### src/rtl/mips_pkg.sv
// mips_pkg: shared fetch-controller states, error codes and reset vector.
package mips_pkg;
  typedef enum logic [1:0] {S_FETCH, S_WAIT, S_EXEC, S_ERR} state_t;
  localparam logic [1:0] ERR_NONE     = 2'b00;
  localparam logic [1:0] ERR_MISALIGN = 2'b01;
  localparam logic [1:0] ERR_TIMEOUT  = 2'b10;
  localparam logic [31:0] RESET_VECTOR_DEFAULT = 32'h0000_0000;
endpackage

### src/rtl/pc_next_sel.sv
// pc_next_sel: next-PC mux with jr > jump > branch > sequential priority.
module pc_next_sel (
  input  logic [31:0] i_pc_plus4,
  input  logic        i_branch_taken,
  input  logic [31:0] i_branch_offset,
  input  logic        i_jump,
  input  logic [25:0] i_jump_index,
  input  logic        i_jr,
  input  logic [31:0] i_jr_target,
  output logic [31:0] o_next_pc,
  output logic        o_misaligned
);
  always_comb begin
    o_next_pc = i_jr ? i_jr_target :
                i_jump ? {i_pc_plus4[31:28], i_jump_index, 2'b00} :
                i_branch_taken ? i_pc_plus4 + (i_branch_offset << 2) : i_pc_plus4;
    o_misaligned = i_jr && (i_jr_target[1:0] != 2'b00);
  end
endmodule

### src/rtl/pc_fetch_ctrl.sv
// pc_fetch_ctrl: PC register and fetch/wait/exec sequencer with timeout and jr alignment errors.
module pc_fetch_ctrl
  import mips_pkg::*;
#(
  parameter logic [31:0] RESET_VECTOR = RESET_VECTOR_DEFAULT,
  parameter int          WAIT_TIMEOUT = 16
) (
  input  logic        clock,
  input  logic        reset,
  input  logic        en,
  output logic        imem_req,
  output logic [31:0] imem_addr,
  input  logic        imem_ack,
  output logic        instr_valid,
  output logic [31:0] pc,
  output logic [31:0] pc_plus4,
  input  logic        branch_taken,
  input  logic [31:0] branch_offset,
  input  logic        jump,
  input  logic [25:0] jump_index,
  input  logic        jr,
  input  logic [31:0] jr_target,
  output logic        err,
  output logic [1:0]  err_code
);
  state_t      r_state;
  state_t      w_state_nxt;
  logic [31:0] r_pc;
  logic [7:0]  r_cnt;
  logic        r_err;
  logic [1:0]  r_err_code;
  logic [31:0] w_next_pc;
  logic        w_misaligned;
  logic        w_timeout;
  logic        w_bad_jr;

  pc_next_sel u_sel (
    .i_pc_plus4     (pc_plus4),
    .i_branch_taken (branch_taken),
    .i_branch_offset(branch_offset),
    .i_jump         (jump),
    .i_jump_index   (jump_index),
    .i_jr           (jr),
    .i_jr_target    (jr_target),
    .o_next_pc      (w_next_pc),
    .o_misaligned   (w_misaligned)
  );

  always_comb begin
    w_timeout = (r_state == S_WAIT) && !imem_ack && (r_cnt == 8'(WAIT_TIMEOUT - 1));
    w_bad_jr  = (r_state == S_EXEC) && w_misaligned;
    w_state_nxt = r_state;
    unique case (r_state)
      S_FETCH: w_state_nxt = en ? S_WAIT : S_FETCH;
      S_WAIT:  w_state_nxt = imem_ack ? S_EXEC : w_timeout ? S_ERR : S_WAIT;
      S_EXEC:  w_state_nxt = w_misaligned ? S_ERR : S_FETCH;
      S_ERR:   w_state_nxt = S_ERR;
    endcase
  end

  always_ff @(posedge clock or posedge reset) begin
    if (reset) begin
      r_state    <= S_FETCH;
      r_pc       <= RESET_VECTOR;
      r_cnt      <= 8'd0;
      r_err      <= 1'b0;
      r_err_code <= ERR_NONE;
    end else begin
      r_state <= w_state_nxt;
      r_cnt   <= (r_state == S_WAIT && !imem_ack) ? r_cnt + 8'd1 : 8'd0;
      if (r_state == S_EXEC && !w_misaligned) r_pc <= w_next_pc;
      if (w_timeout) {r_err, r_err_code} <= {1'b1, ERR_TIMEOUT};
      if (w_bad_jr) {r_err, r_err_code} <= {1'b1, ERR_MISALIGN};
    end
  end

  // Request is gated by reset so an in-flight fetch drops without waiting for a clock edge.
  assign imem_req    = !reset && ((r_state == S_WAIT) || (r_state == S_FETCH && en));
  assign instr_valid = (r_state == S_EXEC);
  assign pc          = r_pc;
  assign imem_addr   = r_pc;
  assign pc_plus4    = r_pc + 32'd4;
  assign err         = r_err;
  assign err_code    = r_err_code;
endmodule

### config.mk
export PLATFORM = sky130hd
export DESIGN_NAME = pc_fetch_ctrl
export DESIGN_NICKNAME = d
export VERILOG_FILES = /design/src/rtl/mips_pkg.sv /design/src/rtl/pc_next_sel.sv /design/src/rtl/pc_fetch_ctrl.sv
export SDC_FILE = /design/constraint.sdc
export NUM_CORES = 1
export LEC_CHECK = 0
export CAP_MARGIN = 30
export CORE_MARGIN = 3
export CORE_UTILIZATION = 39
export DETAILED_ROUTE_END_ITERATION = 10
export HOLD_SLACK_MARGIN = 0.03
export PLACE_DENSITY = 0.73
export SLEW_MARGIN = 15
export SYNTH_ARGS = -nofsm -noshare
export SYNTH_HDL_FRONTEND = slang
export SYNTH_SLANG_ARGS = --single-unit
### constraint.sdc
create_clock -name clock -period 4.46 [get_ports clock]
set_input_delay 0.669 -clock clock [delete_from_list [all_inputs] [get_ports clock]]
set_output_delay 0.669 -clock clock [all_outputs]
set_load 0.005 [all_outputs]
==> flow_metrics.env <==
export IMPL_worstHoldStart="r_cnt[0]"
export IMPL_final_util=0.564
export IMPL_power_per_cell_area_mw_per_mm2=627
export IMPL_synth_xor_area_frac=0.0912
export IMPL_synthFlopType="dfrtp_1"
export IMPL_crit_arrival_ns=4.24
export IMPL_critPathSlowestCell="dfrtp_1"
export IMPL_yosysTopAreaCellShare=0.222
export IMPL_maxCapViolations=0
export IMPL_antenna_found_initial=0
export IMPL_synth_compound_area_share=0.257
export IMPL_design_area_mm2=0.00714
export IMPL_finalHoldViolCount=0
export IMPL_post_dp_hpwl_mm=15.6
export IMPL_wirelength_mm=19.4
export IMPL_dieHeight_um=120
export IMPL_nets=933
export IMPL_synth_area_leaders="dfrtp_1, ha_1, a21oi_1"
export IMPL_timing_rr_start="imem_addr[3]"
export IMPL_layout_common_cells="clkdlybuf4s50_1, nor2_1, a21oi_1, nand2_1, dfrtp_1"
export IMPL_ctsResizeCount=0
export IMPL_skew_ns=0.00643
export IMPL_pwr_share_seq=0.186
export IMPL_track_usage=0.262
export IMPL_hold_buffers=0
export IMPL_rsz0062_at_grt="no"
export IMPL_yosys_mux_area_fraction=0.0239
export IMPL_post_synth_top_area_cell="dfrtp_1"
export IMPL_die_w_um=120
export IMPL_finalWeightedCongestion=0.979
export IMPL_intPower_mw=2.41
export IMPL_synthAdderAreaFrac=0.0951
export IMPL_synthCells=643
export IMPL_synth_top_family_by_area="compound AO/OA/AOI/OAI gates"
export IMPL_p_leak_nw=2.93
export IMPL_slowest_delay_ns=0.46
export IMPL_combPwrFrac=0.714
export IMPL_grt_max_degree=40
export IMPL_ys_ff_latch=45
export IMPL_setup_tns_ns=0
export IMPL_hold_depth=1
export IMPL_synth_avg_cell_area_um2=7.90
export IMPL_yosys_warnings=0
export IMPL_area_growth_pct=40.7
export IMPL_pwr_share_clk=0.100
export IMPL_drive_gt1_frac=0.0588
export IMPL_synth_edf_count=0
export IMPL_drt_wirelength_per_cell_um=20.0
export IMPL_synth_yosys_seq_area_share=0.222
export IMPL_crit_path_cell_trace="ha_1 > nand2_1 > nor3_4 > nand3_1 > nor2_1 > xnor2_1 > ha_1 > a21oi_1 > o21bai_1 > a21oi_1 > and3b_1 > o21ai_2 > a21o_2 > and4_1 > o31ai_2"
export IMPL_grt_pass1_vias=5417
export IMPL_p_sw_frac=0.461
export IMPL_h_tree_depth=2
export IMPL_fin_crit_sh=0.902
export IMPL_io_buffers=195
export IMPL_clock_sinks=45
export IMPL_cp_start_kind="flop"
export IMPL_route_antenna_remaining_nets=0
export IMPL_cts_buffer_depth=2
export IMPL_antenna_cells=0
export IMPL_tightest_slew_ns=0.831
export IMPL_clockRootBuffer="clkbuf_16"
export IMPL_crit_required_ns=4.67
export IMPL_drt_iter0_markers=508
export IMPL_cts_tree="yes"
export IMPL_setup_viol=0
export IMPL_viasPerCell=5.77
export IMPL_p_sw_mw=2.06
export IMPL_hold_path_class="flop to flop"
export IMPL_finalWorstSetupSlack_ns=0.435
export IMPL_period_minus_slack_ns=4.03
export IMPL_synth_cell_area_mm2=0.00508
export IMPL_clk_pin_slew_ns=0.07
export IMPL_reg2reg_slack_ns=0.43
export IMPL_endpoint_kind="flop"
export IMPL_ys_types=71
export IMPL_rr_worst_depth=15
export IMPL_r2r_end="imem_addr[31]"
export IMPL_outcome="complete, no violations"
export IMPL_cp_max_fo=10
export IMPL_dr_pass1_iters=6
export IMPL_min_to="r_cnt[0]"
export IMPL_ioPinCount=198
export IMPL_num_rows=41
export IMPL_core_area_mm2=0.0127
export IMPL_fmax_ghz=0.248
export IMPL_die_area_mm2=0.0144
export IMPL_crit_type="flop to flop"
export IMPL_clk_latency_ns=0.29
export IMPL_synthSimpleGateAreaFrac=0.220
export IMPL_postCtsSetupBuffers=0
export IMPL_async_flop_share=1.00
export IMPL_drcViolationCount=0
export IMPL_dp_cells=963
export IMPL_cts_buffers=5
export IMPL_syn_num_nets=778
export IMPL_initial_core_util=0.401
export IMPL_dr_total_vias=5605
export IMPL_globalRouteOverflowTotal=0
export IMPL_place_area_mm2=0.00697
export IMPL_slew_viol_final=0
export IMPL_ir_drop_uv=331
export IMPL_place_ws_ns=0.514
export IMPL_final_instance_count_excl_fill=971
export IMPL_layout_commonest_cell="clkdlybuf4s50_1"
export IMPL_grt_pass1_wl_mm=30.0
export IMPL_relSlewSlack=0.444
-- routing by layer --
layer,track usage,wire (µm),share of wire
met5,0,0,0
met3,0.0396,1360,0.070
met2,0.425,9100,0.47
met4,0.0659,312,0.016
met1,0.367,8650,0.45
-- synth_stat cells (11+ instances only) --
master and instances:
nor2_1 61, a21oi_1 59, nand2_1 50, dfrtp_1 45, o21ai_0 38, ha_1 37, buf_4 35, xnor2_1 28
nand3_1 26, xor2_1 23, clkbuf_1 19, inv_1 19, a21o_1 17, and3_1 14, a31oi_1 12, nand4_1 12
mux2i_1 11, nor3_1 11
-- worst max-delay path: cells and delay by family, from the launching register on --
family	cells	cell delay [ns]
AO/OA/AOI/OAI	6	1.29
XOR/XNOR	1	0.21
adder cells (fa/ha/maj)	2	0.66
flip-flops	1	0.46
AND/OR/NAND/NOR	6	1.32
-- layout make-up --
type	count	area (µm²)
Timing Repair Buffer	208	2060
Fill cell	1191	5530
Inverter	20	75.1
Tap cell	172	215
Multi-Input combinational cell	518	3490
Clock inverter	3	50.0
Sequential cell	45	1130
Clock buffer	5	125
-- sequential cells by signal (all words and copies together), names as in the netlist --
name / flops
err_code: 2
r_state: 2
err: 1
imem_addr: 32
r_cnt: 8
-- how the worst max path moves through the flow --
stage                     cells after the start  slack [ns]            end    startpoint
after global placement                       15        0.62  imem_addr[31]  imem_addr[3]
after detailed placement                     15        0.51  imem_addr[31]  imem_addr[3]
after global routing                         15        0.13  imem_addr[31]  imem_addr[3]
after floorplan                              14        1.16  imem_addr[19]  imem_addr[3]
after CTS                                    15        0.51  imem_addr[31]  imem_addr[3]
final                                        15        0.43  imem_addr[31]  imem_addr[3]
-- metrics by stage --
stage	total power, mW	hold slack [ns]
6_report	4.48	0.460
5_1_grt	4.79	0.485
4_1_cts	4.44	0.465
3_5_place_dp	3.97	0.455
3_3_place_gp	3.92	0.436
2_1_floorplan	2.66	0.425
-- power by group through the flow --
stage / combinational [mW] / sequential [mW] / clock, mW
CTS: 3.16 / 0.830 / 0.452
floorplan: 1.90 / 0.760 / 0
finish: 3.19 / 0.833 / 0.449
global route: 3.46 / 0.859 / 0.468
global placement: 3.09 / 0.827 / 0
detailed placement: 3.14 / 0.834 / 0
-- kinds of logic after synthesis --
family	count (synthesis)
and+or+nand+nor	215
AOI/OAI and AO/OA	201
buffers and inverters	80
xor gates and xnor gates	52
DFF	45
adders and majority gates	38
muxes	12
(Power assumes the default switching activity.)
